[src/rtl/toy_pkg.sv]
// Shared RISC_TOY constants: fetch widths, opcode map and the decode NOP word.
package toy_pkg;

    localparam int unsigned TOY_IAW = 30;
    localparam int unsigned TOY_DW  = 32;
    localparam int unsigned TOY_OPW = 5;

    typedef enum logic [TOY_OPW-1:0] {
        OP_ADDI = 5'd0,  OP_ANDI = 5'd1,  OP_ORI  = 5'd2,  OP_MOVI = 5'd3,
        OP_ADD  = 5'd4,  OP_SUB  = 5'd5,  OP_NEG  = 5'd6,  OP_NOT  = 5'd7,
        OP_AND  = 5'd8,  OP_OR   = 5'd9,  OP_XOR  = 5'd10, OP_LSR  = 5'd11,
        OP_ASR  = 5'd12, OP_SHL  = 5'd13, OP_ROR  = 5'd14, OP_BR   = 5'd15,
        OP_BRL  = 5'd16, OP_J    = 5'd17, OP_JL   = 5'd18, OP_LD   = 5'd19,
        OP_LDR  = 5'd20, OP_ST   = 5'd21, OP_STR  = 5'd22
    } toy_op_e;

    // ADDI r0, r0, 0: what ID substitutes while ID_VALID is low.
    localparam logic [TOY_DW-1:0] TOY_NOP = {OP_ADDI, 27'd0};

endpackage

[src/rtl/toy_sync_fifo.sv]
// Synchronous FIFO with flush; power-of-two DEPTH, head word visible combinationally.
module toy_sync_fifo
    import toy_pkg::*;
#(
    parameter int unsigned W     = TOY_DW + TOY_IAW,
    parameter int unsigned DEPTH = 4
) (
    input  logic                   CLK,
    input  logic                   RSTN,
    input  logic                   push_i,
    input  logic                   pop_i,
    input  logic                   flush_i,
    input  logic [W-1:0]           wdata_i,
    output logic [W-1:0]           rdata_o,
    output logic [$clog2(DEPTH):0] count_o
);

    localparam int unsigned PW = $clog2(DEPTH);
    localparam int unsigned CW = PW + 1;

    logic [W-1:0]  mem_q [DEPTH];
    logic [PW-1:0] wr_q, wr_d, rd_q, rd_d;
    logic [CW-1:0] cnt_q, cnt_d;
    logic          do_push, do_pop;

    // Flush wins over push and pop in the same cycle.
    always_comb begin
        do_push = push_i && !flush_i;
        do_pop  = pop_i && !flush_i && (cnt_q != '0);
        wr_d    = wr_q;
        rd_d    = rd_q;
        cnt_d   = cnt_q;
        if (flush_i) begin
            wr_d  = '0;
            rd_d  = '0;
            cnt_d = '0;
        end else begin
            if (do_push) wr_d = PW'(wr_q + 1'b1);
            if (do_pop)  rd_d = PW'(rd_q + 1'b1);
            cnt_d = CW'(cnt_q + CW'(do_push) - CW'(do_pop));
        end
    end

    always_ff @(posedge CLK or negedge RSTN) begin
        if (!RSTN) begin
            wr_q  <= '0;
            rd_q  <= '0;
            cnt_q <= '0;
        end else begin
            wr_q  <= wr_d;
            rd_q  <= rd_d;
            cnt_q <= cnt_d;
        end
    end

    always_ff @(posedge CLK) begin
        if (do_push) mem_q[wr_q] <= wdata_i;
    end

    assign rdata_o = mem_q[rd_q];
    assign count_o = cnt_q;

endmodule

[src/rtl/toy_fetch_queue.sv]
// Prefetch queue front end for RISC_TOY with precise redirect flush.
// Optional TOY_FETCH_BYPASS_EN: empty-queue responses go straight to ID_* in their arrival cycle.
module toy_fetch_queue
    import toy_pkg::*;
#(
    parameter int unsigned    AW       = TOY_IAW,
    parameter int unsigned    DW       = TOY_DW,
    parameter int unsigned    DEPTH    = 4,
    parameter logic [AW-1:0]  RESET_PC = '0
) (
    input  logic                   CLK,
    input  logic                   RSTN,
    output logic                   IREQ,
    output logic [AW-1:0]          IADDR,
    input  logic [DW-1:0]          INSTR,
    input  logic                   REDIR_VALID,
    input  logic [AW-1:0]          REDIR_ADDR,
    input  logic                   ID_READY,
    output logic                   ID_VALID,
    output logic [DW-1:0]          ID_INSTR,
    output logic [AW-1:0]          ID_PC,
    output logic [$clog2(DEPTH):0] COUNT
);

    localparam int unsigned CW = $clog2(DEPTH) + 1;
    localparam int unsigned EW = DW + AW;

    logic          run_q, infl_q, kill_q, kill_d;
    logic [AW-1:0] fpc_q, fpc_d, rpc_q, rpc_d;
    logic [EW-1:0] hold_q, hold_d;
    logic [EW-1:0] head, show;
    logic [CW-1:0] count;
    logic          empty, resp_ok, byp, push, pop;

    toy_sync_fifo #(.W(EW), .DEPTH(DEPTH)) u_fifo (
        .CLK     (CLK),
        .RSTN    (RSTN),
        .push_i  (push),
        .pop_i   (pop),
        .flush_i (REDIR_VALID),
        .wdata_i ({INSTR, rpc_q}),
        .rdata_o (head),
        .count_o (count)
    );

    always_comb begin
        empty   = (count == '0);
        resp_ok = infl_q && !kill_q;
`ifdef TOY_FETCH_BYPASS_EN
        byp     = empty && resp_ok;
        show    = byp ? {INSTR, rpc_q} : head;
`else
        byp     = 1'b0;
        show    = head;
`endif
        IADDR   = REDIR_VALID ? REDIR_ADDR : fpc_q;
        // A redirect always issues: the queue is being flushed at this edge anyway.
        IREQ    = run_q && (REDIR_VALID || ((count + CW'(infl_q)) < CW'(DEPTH)));
        fpc_d   = fpc_q;
        rpc_d   = rpc_q;
        if (IREQ) begin
            fpc_d = AW'(IADDR + 1'b1);
            rpc_d = IADDR;
        end else if (REDIR_VALID) begin
            fpc_d = REDIR_ADDR;
        end
        // The response arriving now is dropped by the flush; only an un-reissued request needs a kill.
        kill_d  = REDIR_VALID && infl_q && !IREQ;
        ID_VALID = !empty || byp;
        {ID_INSTR, ID_PC} = ID_VALID ? show : hold_q;
        hold_d  = ID_VALID ? show : hold_q;
        pop     = !empty && ID_READY;
        push    = resp_ok && !(byp && ID_READY);
        COUNT   = count;
    end

    always_ff @(posedge CLK or negedge RSTN) begin
        if (!RSTN) begin
            run_q  <= 1'b0;
            infl_q <= 1'b0;
            kill_q <= 1'b0;
            fpc_q  <= RESET_PC;
            rpc_q  <= '0;
            hold_q <= {TOY_NOP[DW-1:0], AW'(0)};
        end else begin
            run_q  <= 1'b1;
            infl_q <= IREQ;
            kill_q <= kill_d;
            fpc_q  <= fpc_d;
            rpc_q  <= rpc_d;
            hold_q <= hold_d;
        end
    end

endmodule

[config.mk]
export PLATFORM = sky130hd
export DESIGN_NAME = toy_fetch_queue
export DESIGN_NICKNAME = d
export VERILOG_FILES = /design/src/rtl/toy_pkg.sv /design/src/rtl/toy_sync_fifo.sv /design/src/rtl/toy_fetch_queue.sv
export SDC_FILE = /design/constraint.sdc
export NUM_CORES = 1
export LEC_CHECK = 0
export BUFFER_PORTS_ARGS = -buffer_cell sky130_fd_sc_hd__buf_2
export CORE_ASPECT_RATIO = 2
export CORE_MARGIN = 3
export CORE_UTILIZATION = 56
export CTS_BUF_LIST = sky130_fd_sc_hd__clkbuf_8
export CTS_CLUSTER_DIAMETER = 60
export DETAILED_ROUTE_END_ITERATION = 7
export PLACE_DENSITY = 0.79
export SLEW_MARGIN = 10
export SYNTH_ARGS = -nofsm -noshare
export SYNTH_HDL_FRONTEND = slang
export SYNTH_HIERARCHICAL = 1
export SYNTH_SLANG_ARGS = --single-unit
[constraint.sdc]
create_clock -name CLK -period 3.6 [get_ports CLK]
set_input_delay 0.72 -clock CLK [delete_from_list [all_inputs] [get_ports CLK]]
set_output_delay 0.72 -clock CLK [all_outputs]
set_load 0.05 [all_outputs]
# Word level (Yosys, flattened, before mapping)
# Memories as Yosys holds them, arrays and structs flattened.
# Cells that the tools add are included.
totals:
  ff_bits: 132
  mem_bits_rw: 248
  mem_count: 1
  elab_cells: 44
  in_bits: 66
  output_inout_bits: 97
op_classes:
  n_lt_le_gt_ge: 1
  muxes: 10
  reduce_logical: 17
  add_sub_neg: 6
memory_table:
  columns: ["memory", "words", "word_bits", "rd", "rd_ports_with_merged_regs", "write_ports", "line", "source"]
  rows:
  - ["u_fifo.mem_q", 4, 62, 1, 0, 1, "toy_sync_fifo.sv:21", "logic [W-1:0] mem_q [DEPTH];"]
ops:
  columns: ["cell", "n"]
  rows:
  - ["$mux 62", 1]
  - ["$mux 30", 2]
  - ["$add 30x1->30 const B", 1]
  - ["$logic_and 1x1->1", 8]
  - ["$mux 2", 4]
  - ["$add 3x1->3", 2]
  - ["$add 2x1->2 const B", 2]
  - ["$logic_not 1->1", 4]
  - ["$reduce_bool 2->1", 2]
  - ["$logic_not 3->1", 1]
  - ["$lt 3x3->1 const B", 1]
  - ["$mux 3", 1]
  - ["$reduce_bool 3->1", 1]
  - ["$sub 3x1->3", 1]
  - ["$mux 1", 2]
  - ["$logic_or 1x1->1", 1]

# Depth between registers and ports, before layout
depth:
  depth_word: 7
  ltp_mapped: 12
  mapped_depth_nobuf: 11

# Cells and area by module
# The synthesis kept the hierarchy.
modules_own_cells:
  columns: ["module", "seq_area_each_um2", "area_per_inst_um2", "cells_each", "n_inst"]
  rows:
  - ["toy_sync_fifo", 7622.3, 9446.6, 366, 1]
  - ["toy_fetch_queue", 3128.0, 5560.3, 466, 1]

# Least setup slack after synthesis
# Ideal clock, no wire load.
synth_timing:
  path_type: "register -> register"
  startpoint: "register u_fifo.cnt_q[1] (netlist: u_fifo/count_o[1])"
  endpoint: "register u_fifo.cnt_q[2] (netlist: u_fifo/count_o[2])"
  synth_period_minus_slack_ps: 3171
  slack_ps: 429
  path_buffers: 1
  t_required_ps: 3468
  stages_incl_launch_ff: 13
  arrival_time_ps: 3039
  setup_time_ps: 132
  path_cell_list: "dfrtp_1 -> nor3_1 -> clkbuf_1 -> nor2b_1 -> o31ai_1 -> nor2_1 -> ha_1 -> inv_1 -> ha_1 -> inv_1 -> fa_1 -> xnor3_1 -> nor2_1"
synth_between:
  elab_chain_cells: 7
  elab_cells_between_ends: 9
  cone_classes: "add/sub (2); mux (1); reduce/logical (6)"
synth_lines:
  columns: ["item", "line", "source"]
  rows:
  - ["start: declaration", "toy_sync_fifo.sv:23", "logic [CW-1:0] cnt_q, cnt_d;"]
  - ["start signal: assignment", "toy_sync_fifo.sv:52", "cnt_q <= cnt_d;"]
  - ["$logic_not 3->1", "toy_fetch_queue.sv:47", "empty = (count == '0);"]
  - ["$logic_not 1->1", "toy_fetch_queue.sv:72", "pop = !empty && ID_READY;"]
  - ["$logic_and 1x1->1", "toy_fetch_queue.sv:72", null]
  - ["named net pop", "toy_fetch_queue.sv:33", "logic empty, resp_ok, byp, push, pop;"]
  - ["$logic_and 1x1->1 (2 in series)", "toy_sync_fifo.sv:29", "do_pop = pop_i && !flush_i && (cnt_q != '0);"]
  - ["$sub 3x1->3", "toy_sync_fifo.sv:40", "cnt_d = CW'(cnt_q + CW'(do_push) - CW'(do_pop));"]
  - ["$mux 3", "toy_sync_fifo.sv:33", "if (flush_i) begin"]
  - ["named net u_fifo.cnt_d[2]", "toy_sync_fifo.sv:23", null]
# The timed path passes the listed nets, and every way through them passes these cells.
# A chain may end at the register's enable or synchronous reset.

# Worst setup path in the final report
layout_timing:
  startpoint: "register u_fifo.rd_q[0]"
  endpoint: "output ID_PC[17]"
layout_between:
  elab_chain_cells: 2
layout_lines:
  columns: ["item", "line", "source"]
  rows:
  - ["start: declaration", "toy_sync_fifo.sv:22", "logic [PW-1:0] wr_q, wr_d, rd_q, rd_d;"]
  - ["start signal: assignment", "toy_sync_fifo.sv:51", "rd_q <= rd_d;"]
  - ["$mem_v2 4x62", null, null]
  - ["named net head[17]", "toy_fetch_queue.sv:31", "logic [EW-1:0] head, show;"]
  - ["$mux 62", null, null]
  - ["end: declaration", "toy_fetch_queue.sv:21", "output logic [AW-1:0] ID_PC,"]
# The timed path passes the listed nets, and every way through them passes these cells.

==> parameters.txt <==
Parameter                              Value

Timing
  Share of the clock period used by the worst path after layout    91.9%
  Slew HR    46.9%
  Post-Route Skew    18.5 ps
  Clock period minus final worst setup slack    3310 ps
  Fin Setup TNS    0 ps
  RSZ-0062 raised after global routing    no
  # setup viols final    0
  Count of endpoints failing hold in the final timing report    0
  Slew at the pin closest to its max-slew limit    788 ps
  Achievable frequency    302 MHz
  Final slew viol count    0

Clock network
  Number of buffers created by CTS    51
  Skew-Pair Late Insertion Delay    590 ps
  H-tree levels    2
  Clock transition at the register clock pins on the worst setup and hold paths after CTS    70 ps
  Clock tree from TritonCTS    done
  Number of sinks driven by the clock tree    380
  Number of gates given a new drive strength after cts    0
  Number of buffers on the longest clock path    3
  # hold bufs at CTS    0
  Clock root buffer master    sky130_fd_sc_hd__clkbuf_8

Synth
  Simple-gate area share of the yosys netlist    5.54%
  FFs w/ async S/R, synth    34.7%
  Adder-cell share of the synthesized area    0.717%
  Combinational family with the most area after synthesis    multiplexers
  Number of warnings issued by yosys    6
  Syn Std Cell Area    0.0150 sq mm
  Ys flop type    sky130_fd_sc_hd__edfxtp_1
  Number of flip-flops and latches in the synthesized netlist    380
  Largest cells by area after synthesis    sky130_fd_sc_hd__edfxtp_1, sky130_fd_sc_hd__dfrtp_1, sky130_fd_sc_hd__mux4_2
  Most common cell in the netlist    sky130_fd_sc_hd__edfxtp_1
  Proportion of synthesized area in mux cells    16.2%
  Top cell types by occurrence after synthesis    sky130_fd_sc_hd__edfxtp_1, sky130_fd_sc_hd__dfrtp_1, sky130_fd_sc_hd__mux2_2
  Cells after Synth    832
  Per-instance average area after synthesis    18.0 sq um
  Synth top area share    49.6%
  Number of enable flip-flop cells after synthesis    248
  Net count after synthesis    906
  Share of the yosys chip area belonging to registers    71.6%
  Number of distinct standard cells referenced by the synthesized netlist    48
  Yosys top cell by area    sky130_fd_sc_hd__edfxtp_1
  Compound-Gate Fraction of Synth Area    1.61%
  XOR/XNOR Fraction of Synth Area    1.90%

Power and ir drop
  Sequential cell fraction of total power    43.8%
  Leakage component of the power    6.56 nW
  Total net switching power    0.00470 W
  Final Total Pwr    0.0128 W
  Internal power    0.00815 W
  Worst supply voltage drop on vdd    415 uV
  Clock network power share    24.4%
  Switch share    36.6%
  Total power density per cell area    744 mW/mm^2
  Portion of total power attributed to combinational logic    31.7%

Routing
  Post-detailed-routing wire length    29400 microns
  Routed via count divided by cell count    5.59
  Router iterations before antenna repair    4
  Via count of the routed design    7940
  Iteration-0 DRC Markers    563
  Post-DR wirelength/cell    20.7 microns
  Residual DRC count    0
  Antenna Nets Post-Route    0

Floorplan
  Effective utilization at floorplan    56.9%
  Vertical die dimension    238 microns
  Horizontal die dimension    122 microns
  Standard cell core area    0.0264 sq mm
  Std-Cell Rows    84
  I/O pin count    163
  Floorplan die area    0.0289 sq mm

GRT
  Largest net degree at the start of global routing    68
  First-pass GRT wire length    46200 microns
  Overall routing resource usage    20.9%
  Number of antenna violations at the first check in global routing    2
  Vias in the first global route    8513
  Global route total overflow    0

Outcome
  Run status    completed

Setup path
  Crit-path slowest cell    sky130_fd_sc_hd__dfrtp_4
  Data arrival at the endpoint of the critical path    2590 ps
  Crit end category    output port
  Kind of start point of the critical path    flop
  Maximum fanout count along the critical path    24
  Critical Path Max Stage Delay    640 ps
  Worst reg2reg path startpoint    u_fifo/count_o[1]
  Path depth of the worst reg2reg path    12
  Capture point of the worst reg-to-reg path    u_fifo/count_o[2]
  Required time at the worst-slack endpoint    2880 ps
  R2R Setup Slk    850 ps
  Critical path start-end classification    flop to output port
  Cell Chain, Critical Path    buf_12 -> mux4_2 -> mux2_2 -> buf_2

Cells and area
  Post-Layout Inst Area    0.0173 sq mm
  Layout Area Growth over Synthesis    15.1%
  Post-layout nets    1106
  Cell Count, Final, Fillers Out    1420
  Fraction of final layout cells with drive strength greater than 1    38.7%

Placed design
  Final weighted congestion of routability-driven global placement    0.885
  Placed instance count    1322
  Detailed Place HPWL    18700 microns
  I/O Buffers    162
  Total cell area at the placement stage    0.0162 sq mm

Flow run
  Total of max-cap violations    0

Worst hold path
  HP Class    primary input to asynchronous set/reset pin
logic make-up (layout without fill, tap and decap cells):
kind of cell               count (synthesis)  after routing
AOI/OAI and AO/OA                         38             38
other                                      1              3
xor gates and xnor gates                  31             31
muxes                                    155            155
buffers and inverters                     56            298
DFF                                      380            380
and+or+nand+nor                          163            163
adders and majority gates                  8              8
how the worst max path moves through the flow:
| stage | startpoint | to | slack [ps] | cells past startpoint |
|---|---|---|---|---|
| after detailed placement | REDIR_VALID | IADDR[17] | 650 | 5 |
| after global routing | u_fifo/rd_q[0] | ID_INSTR[7] | 140 | 4 |
| after floorplan | u_fifo/count_o[1] | u_fifo/count_o[2] | 430 | 12 |
| final | u_fifo/rd_q[0] | ID_PC[17] | 290 | 4 |
| after global placement | REDIR_VALID | IADDR[17] | 650 | 5 |
| after CTS | u_fifo/rd_q[0] | ID_PC[17] | 40 | 4 |
flip-flops by register name (all words and copies together), names as in the netlist:
signal	flops
rpc_q	30
u_fifo/count_o	3
infl_q	1
run_q	1
fpc_q	30
u_fifo/rd_q	2
kill_q	1
u_fifo/wr_q	2
hold_q	62
u_fifo/mem_q	248
routing by layer:
layer / part of all wire (%) / global-route usage, % / vias up
met5: 0 / 0 / -
met4: 3.5 / 8.47 / 0
met3: 4.3 / 3.69 / 63
met2: 54 / 36.7 / 212
met1: 38 / 25.4 / 4097
li1: - / - / 3568
power groups by stage:
| stage | Sequential (W) | Combinational (W) | Clock [W] |
|---|---|---|---|
| after global routing | 0.00570 | 0.00429 | 0.00343 |
| after floorplan | 0.00563 | 0.00325 | 0 |
| after CTS | 0.00565 | 0.00411 | 0.00324 |
| after detailed placement | 0.00573 | 0.00411 | 0 |
| final | 0.00563 | 0.00408 | 0.00314 |
| after global placement | 0.00568 | 0.00404 | 0 |
what timing repair did:
item,in CTS,in global routing
hold endpoints to repair,0,0
setup buffers,0,1
endpoints found under the setup margin,0,32
cell usage in the layout (no fill, tap or decap), types with 8 or more instances in the layout:
| cell | count |
|---|---|
| sky130_fd_sc_hd__inv_1 | 35 |
| sky130_fd_sc_hd__buf_2 | 161 |
| sky130_fd_sc_hd__nand3_1 | 16 |
| sky130_fd_sc_hd__nor2_1 | 25 |
| sky130_fd_sc_hd__clkinv_1 | 8 |
| sky130_fd_sc_hd__mux4_2 | 62 |
| sky130_fd_sc_hd__dfrtp_1 | 130 |
| sky130_fd_sc_hd__mux2i_1 | 12 |
| sky130_fd_sc_hd__o21ai_0 | 18 |
| sky130_fd_sc_hd__clkinv_2 | 8 |
| sky130_fd_sc_hd__nand2_1 | 73 |
| sky130_fd_sc_hd__buf_4 | 13 |
| sky130_fd_sc_hd__edfxtp_1 | 248 |
| sky130_fd_sc_hd__clkbuf_8 | 61 |
| sky130_fd_sc_hd__nor2b_1 | 9 |
| sky130_fd_sc_hd__mux2_2 | 80 |
| sky130_fd_sc_hd__xor2_1 | 10 |
| sky130_fd_sc_hd__nand4_1 | 8 |
| sky130_fd_sc_hd__xnor2_1 | 20 |
per-stage QoR:
stage,utilization [%],setup WS (ps),hold slack (ps)
floorplan,-,429,424
global placement,61.5,650,476
detailed placement,61.5,654,479
CTS,65.4,35.9,158
global route,65.5,142,178
finish,65.5,291,150
critical path, delay by kind of cell, from the launching register on:
kind / cells / cell delay, ps
buffers and inverters: 2 / 500
multiplexers: 2 / 840
flip-flops: 1 / 640
final cells by class:
cell class | instances | area, sq um
clock buffer | 61 | 840
clock inverter | 34 | 171
multi-input combinational | 396 | 3920
fill | 1799 | 9110
inverter | 20 | 75.1
antenna | 2 | 5.00
tap | 344 | 430
timing repair buffer | 183 | 1080
sequential | 380 | 10800
No activity file was read; power rests on OpenSTA's default activity.
